`config.mk`:
```
export PLATFORM = sky130hd
export DESIGN_NAME = divisor_com_sinal
export DESIGN_NICKNAME = d
export VERILOG_FILES = /design/src/rtl/divisor_com_sinal.sv
export SDC_FILE = /design/constraint.sdc
export NUM_CORES = 1
export LEC_CHECK = 0
export ABC_AREA = 1
export CAP_MARGIN = 10
export CORE_MARGIN = 5
export CORE_UTILIZATION = 30
export DETAILED_ROUTE_END_ITERATION = 6
export GPL_TIMING_DRIVEN = 0
export PLACE_DENSITY = 0.6
export SETUP_SLACK_MARGIN = 0.3
export SYNTH_ARGS = -nofsm -noshare
export SYNTH_HDL_FRONTEND = slang
export SYNTH_SLANG_ARGS = --single-unit
```
`constraint.sdc`:
```
create_clock -name clk -period 2.5 [get_ports clk]
set_input_delay 0.25 -clock clk [delete_from_list [all_inputs] [get_ports clk]]
set_output_delay 0.25 -clock clk [all_outputs]
set_load 0.02 [all_outputs]
```
`src/rtl/divisor_com_sinal.sv`:
```
// Sequential radix-2 restoring divider: 8-bit dividend / 4-bit divisor with per-operand signedness.
// Define DIVISOR_SATURA_EN to saturate the quotient on overflow instead of wrapping it.
module divisor_com_sinal (
    input  logic       clk,
    input  logic       rst_n,
    input  logic       entrada_valid,
    output logic       entrada_ready,
    input  logic [7:0] entrada_dividendo,
    input  logic [3:0] entrada_divisor,
    input  logic [1:0] codigo,
    output logic       saida_valid,
    input  logic       saida_ready,
    output logic [7:0] quociente,
    output logic [7:0] resto,
    output logic       overflow,
    output logic       erro_div_zero
);

    typedef enum logic [1:0] {OCIOSO, CALCULA, AJUSTA, PRONTO} estado_t;

    estado_t    estado, prox_estado;
    logic       aceita, retira;
    logic [2:0] iter;

    logic       sinal_in_a, sinal_in_b;
    logic [7:0] mag_in_a;
    logic [3:0] mag_in_b;

    logic [7:0] q_p0;
    logic [3:0] rem_p0;
    logic [3:0] mag_b_p0;
    logic       sinal_a_p0, sinal_b_p0, sem_sinal_p0;

    logic [4:0] deslocado;
    logic       cabe;
    logic [3:0] novo_rem;

    function automatic logic calc_overflow(input logic [7:0] qm, input logic neg, input logic sem_sinal);
        if (sem_sinal)
            return 1'b0;
        return neg ? (qm > 8'd128) : (qm > 8'd127);
    endfunction

    function automatic logic [7:0] ajusta_quociente(input logic [7:0] qm, input logic neg, input logic ovf);
        logic [7:0] wrap;
        wrap = neg ? (~qm + 8'd1) : qm;
`ifdef DIVISOR_SATURA_EN
        if (ovf)
            return neg ? 8'h80 : 8'h7F;
`else
        if (ovf)
            return wrap;
`endif
        return wrap;
    endfunction

    function automatic logic [7:0] ajusta_resto(input logic [3:0] rm, input logic neg);
        return neg ? (~{4'b0000, rm} + 8'd1) : {4'b0000, rm};
    endfunction

    assign aceita = entrada_valid & entrada_ready;
    assign retira = saida_valid & saida_ready;

    // Operand conversion to sign + magnitude; |-128| still fits 8 bits, |-8| fits 4.
    always_comb begin
        sinal_in_a = ((codigo == 2'd0) || (codigo == 2'd2)) && entrada_dividendo[7];
        sinal_in_b = ((codigo == 2'd0) || (codigo == 2'd3)) && entrada_divisor[3];
        mag_in_a   = sinal_in_a ? (~entrada_dividendo + 8'd1) : entrada_dividendo;
        mag_in_b   = sinal_in_b ? (~entrada_divisor + 4'd1) : entrada_divisor;
    end

    always_comb begin
        deslocado = {rem_p0, q_p0[7]};
        cabe      = deslocado >= {1'b0, mag_b_p0};
        novo_rem  = cabe ? 4'(deslocado - {1'b0, mag_b_p0}) : deslocado[3:0];
    end

    always_ff @(posedge clk) begin
        if (!rst_n) begin
            estado      <= OCIOSO;
            saida_valid <= 1'b0;
            iter        <= 3'd0;
        end else begin
            estado <= prox_estado;
            if (retira)
                saida_valid <= 1'b0;
            else if (estado == PRONTO)
                saida_valid <= 1'b1;
            if (estado == CALCULA)
                iter <= iter + 3'd1;
            else
                iter <= 3'd0;
        end
    end

    always_comb begin
        prox_estado = estado;
        case (estado)
            OCIOSO:  if (aceita) prox_estado = (entrada_divisor == 4'd0) ? PRONTO : CALCULA;
            CALCULA: if (iter == 3'd7) prox_estado = AJUSTA;
            AJUSTA:  prox_estado = PRONTO;
            PRONTO:  if (retira) prox_estado = OCIOSO;
            default: prox_estado = OCIOSO;
        endcase
    end

    always_comb begin
        entrada_ready = (estado == OCIOSO);
    end

    // Stage p0: operand capture on accept, then one quotient bit per CALCULA cycle.
    always_ff @(posedge clk) begin
        if (aceita) begin
            q_p0         <= mag_in_a;
            rem_p0       <= 4'd0;
            mag_b_p0     <= mag_in_b;
            sinal_a_p0   <= sinal_in_a;
            sinal_b_p0   <= sinal_in_b;
            sem_sinal_p0 <= (codigo == 2'd1);
        end else if (estado == CALCULA) begin
            q_p0   <= {q_p0[6:0], cabe};
            rem_p0 <= novo_rem;
        end
    end

    // Result registers: loaded in AJUSTA, or directly on accept for a zero divisor.
    always_ff @(posedge clk) begin
        if (!rst_n) begin
            quociente     <= 8'd0;
            resto         <= 8'd0;
            overflow      <= 1'b0;
            erro_div_zero <= 1'b0;
        end else if (aceita && (entrada_divisor == 4'd0)) begin
            quociente     <= 8'hFF;
            resto         <= entrada_dividendo;
            overflow      <= 1'b0;
            erro_div_zero <= 1'b1;
        end else if (estado == AJUSTA) begin
            quociente     <= ajusta_quociente(q_p0, sinal_a_p0 ^ sinal_b_p0,
                                 calc_overflow(q_p0, sinal_a_p0 ^ sinal_b_p0, sem_sinal_p0));
            resto         <= ajusta_resto(rem_p0, sinal_a_p0);
            overflow      <= calc_overflow(q_p0, sinal_a_p0 ^ sinal_b_p0, sem_sinal_p0);
            erro_div_zero <= 1'b0;
        end
    end

endmodule

```
== After elaboration in Yosys (flattened, before gate mapping) ==
Cells that the tools add are included.
Operators by class
  magnitude comparators: 3
  bitwise gates (word level): 8
  multiply operators: 0
  equal/unequal tests: 10
  shift operators: 0
  add/subtract/negate cells: 6
  reductions and logical operators: 14
  multiplexer cells: 34
  divide/modulo/power cells: 0
Operator list (count)
  $mux 8: 11
  $add 8x1->8 const B: 3
  $mux 1: 16
  $not 8->8: 2
  $eq 2x2->1 const B: 4
  $gt 8x7->1 const B: 1
  $gt 8x8->1 const B: 1
  $mux 2: 4
  $mux 4: 2
  $not 4->8: 1
  $pmux 2 s4: 1
  $ge 5x4->1: 1
  $add 4x1->4 const B: 1
  $eq 2x1->1 const B: 2
  $logic_not 2->1: 2
  $logic_not 4->1: 1
  $ne 2x1->1 const B: 2
  $not 4->4: 1
  $reduce_bool 2->1: 2
  $reduce_or 2->1: 2
  $sub 4x4->4: 1
  $add 3x1->3 const B: 1
  $eq 3x3->1 const B: 1
  $logic_and 1x1->1: 3
  7 further kinds: 9
Storage, ports and cells
  input bits: 18
  register bits after elaboration: 43
  latch bits: 0
  output and inout port bits: 20
  memory bits (read-only): 0
  RAM bits: 0
  memories kept: 0

== Depth between registers and ports, before layout ==
  depth in word-level cells: 16
  depth in mapped cells: 10
  gate-level depth less buffers: 10

== Worst setup path after synthesis ==
Ideal clock, no wire load.
  path type: reg2reg
  start: register estado[0]
  end: register resto[2]
  path slack: 849 ps
  period minus slack after synthesis: 1651 ps
  library setup time: 110 ps
  path buffers: 1
  data required time: 2390 ps
  arrival time: 1541 ps
  stages on the path, launching flop included: 11
  cell sequence: dfxtp_1 inv_1 ha_1 nand2_2 inv_4 nand4_4 buf_6 nand3_1 nand3_1 nand2_1 inv_1
Between the ends
  word-level cells in the longest chain between the ends: 4
RTL lines
  start, declared: line 21  | estado_t estado, prox_estado;
  start signal, assigned: line 84  | estado <= prox_estado;
  $logic_not 2->1 (*): line 108  | entrada_ready = (estado == OCIOSO);
  net entrada_ready: line 7  | output logic entrada_ready,
  $and 1x1->1 (*): line 61  | assign aceita = entrada_valid & entrada_ready;
  $logic_and 1x1->1 (*): line 133  | end else if (aceita && (entrada_divisor == 4'd0)) begin
  $mux 8 or $reduce_bool 2->1 (tied branches)
  end signal, assigned: line 135  | resto <= entrada_dividendo;
  end signal, assigned: line 141  | resto <= ajusta_resto(rem_p0, sinal_a_p0);
  end, declared: line 14  | output logic [7:0] resto,
Mark *: on every way through the listed nets, which the timed path passes. The rest lies on a longest branch.
A chain may end at the register's enable or synchronous reset.

== Worst setup path after layout ==
  start: register estado[0]
  end: output entrada_ready
Between the ends
  word-level cells in the longest chain between the ends: 1
RTL lines (line)
  $logic_not 2->1: 108
  end, declared: 7
No other way between the ends.

==> impl_results.md <==
- Top-area cell type share of the netlist area: 22.1%
- Post-synth top area cell: dfxtp_1
- RSZ-0062 raised after global routing: no
- Skew final: 0.00417 ns
- Critical Path RT: 2.25 ns
- Most common cell after layout, fill and taps aside: nand2_1
- Routed wire length: 6140 um
- Share of post-route cells with drive strength above 1: 6.04%
- Core ar.: 8220 um2
- Hold Path Stages: 1
- Clock Latency Late Sink: 0.30 ns
- Crit end category: output port
- CTS Buf Count: 5
- R2R setup slack: 0.76 ns
- Final setup vio count: 0
- Cell Area, Synth: 2530 um2
- H-tree depth: 2
- Clock Tree Root: clkbuf_8
- Die Span Y: 102 um
- Hold Vio Cnt, Final: 0
- Maximum number of pins on one net before global-route repair: 16
- Fillers: 852
- Via-per-instance ratio: 4.65
- Max Slew Vio Count: 0
- First DRT Iteration DRCs: 115
- Nets: 418
- Worst hold path type: reg -> reg
- Yosys Warn Count: 0
- GRT Overall Usage: 12.6%
- Die footprint: 10400 um2
- Setup CP Type: reg -> out
- Worst Tran Pin Value: 0.460 ns
- Crit Path Max Fanout: 4
- Chip Width: 102 um
- CTS Hold Bufs: 0
- Startpoint types: register
- PortBufs: 37
- Outcome: finished clean
- Power per cell area: 1050 nW/um2
- WHS Endpoint: iter[0]
- Clock Sinks: 43
- Grt ovf: 0
- Post-Route Utilization: 37.9%
- CTS tree: yes
- Syn nets: 374
- Initial Util: 30.8%
- Post-CTS Setup Repair Bufs: 0
- Post_cts resized: 0
- Avg Cell Area, Syn: 7.54 um2
- Vias in the first global route: 2228
- DRT Pass-1 Iters: 4
- Wire per inst: 12.6 um
- Hold_sp: iter[0]
- Max frequency: 0.538 GHz
- FF+latch count, synth: 43
- Ant diodes: 0
- HPWL Detailed: 4980 um
- Max cap viols: 0
- RR Endpoint: resto[7]
- DR DRC count: 0
- IO Pins: 38
- Slew headroom: 69.4%
- Period minus WS final: 1.86 ns
- Synth top area cells: dfxtp_1 (22%), edfxtp_1 (18%), nand2_1 (11%)
- Initial antenna violation count: 0
- Longest Clk Path Bufs: 2
- Worst reg2reg path depth: 10
- # rows: 33
- Area growth syn-to-layout: 23.1%
- Routability Congestion: 0.846
- Maximum VDD drop: 349 uV
- Seq/Total Area, Yosys: 39.9%
- Setup tns final: 0 ns
- Distinct cells, synth: 30
- Leak pwr: 1.45 nW
- Routed Antenna Nets: 0
- Worst-path clk slew: 0.08 ns
- Via count: 2259
- FF-to-FF Start: estado[0]
- Worst EP arrival: 1.61 ns
- Synthesized instance count: 336
- Fin crit share: 74.4%
- First-pass GRT wire length: 10200 um
- Most frequent cells in the layout: nand2_1 (74), inv_1 (51), nand3_1 (39)
==> flip-flops by register name, indices dropped and copies added (netlist names) <==
| signal | count |
|---|---|
| resto | 8 |
| rem_p0 | 4 |
| saida_valid | 1 |
| mag_b_p0 | 4 |
| iter | 3 |
| sem_sinal_p0 | 1 |
| overflow | 1 |
| estado | 2 |
| sinal_b_p0 | 1 |
| q_p0 | 8 |
| sinal_a_p0 | 1 |
| erro_div_zero | 1 |
| quociente | 8 |
==> area by class of cell <==
cell class,instances,area (um2),share of cell area (%)
Inverter,56,213,6.82
Buffer,6,46.3,1.48
Multi-Input combinational cell,231,1260,40.5
Clock inverter,2,11.3,0.361
Tap cell,105,131,4.21
Sequential cell,43,1010,32.4
Timing Repair Buffer,37,370,11.9
Clock buffer,6,72.6,2.33
==> cell usage after synthesis <==
cell,count
a21oi_1,15
ha_1,19
edfxtp_1,15
clkbuf_1,2
o21ai_1,2
nand2_1,74
inv_2,4
nand4_4,1
inv_1,51
nand3b_1,1
buf_6,3
xnor2_1,1
nor3_1,3
nor2_4,1
o211ai_1,2
dfxtp_1,28
nand3_1,39
nor4_1,1
nand2_2,3
inv_4,1
a31oi_1,2
fa_1,1
xor2_1,7
nor2_1,29
o21a_1,1
buf_2,1
o21ai_2,1
or2_2,1
nand4_1,2
o21ai_0,25
==> per-stage QoR <==
stage | power (mW) | std cells | setup WS [ns] | instance area, um2 | hold slack (ns)
after floorplan | 2.34 | 336 | 0.849 | 2530 | 0.343
after global placement | 2.82 | 478 | 0.403 | 3030 | 0.407
after detailed placement | 2.86 | 478 | 0.360 | 3030 | 0.418
after CTS | 3.31 | 486 | 0.609 | 3120 | 0.435
after global routing | 3.60 | 486 | 0.505 | 3120 | 0.452
final | 3.29 | 486 | 0.641 | 3120 | 0.437
==> metal layers <==
layer / global-route usage, % / vias to the layer above / share of wire [%]
met5: 0 / - / 0
met4: 3.23 / 0 / 1.1
met3: 3.21 / 10 / 4.7
met2: 23.1 / 47 / 51
met1: 14.7 / 1030 / 44
li1: - / 1172 / -
==> critical path, cell delays in order, from the launching register on <==
cell             delay, ns
dfxtp_1               0.34
inv_1                 0.12
ha_1                  0.23
clkdlybuf4s50_1       0.63
==> cells by family (layout without fill, tap and decap cells) <==
kind of cell             count (synthesis)  count (layout)  share of synthesized area [%]
flip-flops                              43              43                           39.9
AND/OR/NAND/NOR                        155             155                           26.9
adder cells (fa/ha/maj)                 20              20                           10.2
XOR/XNOR                                 8               8                           2.77
buffers and inverters                   62             107                           10.2
AO/OA/AOI/OAI                           48              48                           10.0
==> power breakdown <==
part	total [mW]	switching [mW]	internal, mW
Combinational	1.69	1.04	0.648
Sequential	1.15	0.152	1.00
Clock	0.441	0.245	0.196
==> worst max path at each step <==
stage / start / endpoint / slack, ns
after floorplan: estado[0] / resto[2] / 0.85
after global placement: codigo[0] / q_p0[3] / 0.40
after detailed placement: codigo[0] / q_p0[4] / 0.36
after CTS: estado[0] / entrada_ready / 0.61
after global routing: codigo[0] / q_p0[3] / 0.51
final: estado[0] / entrada_ready / 0.64
Note: power is estimated with default switching activity, not from simulation.
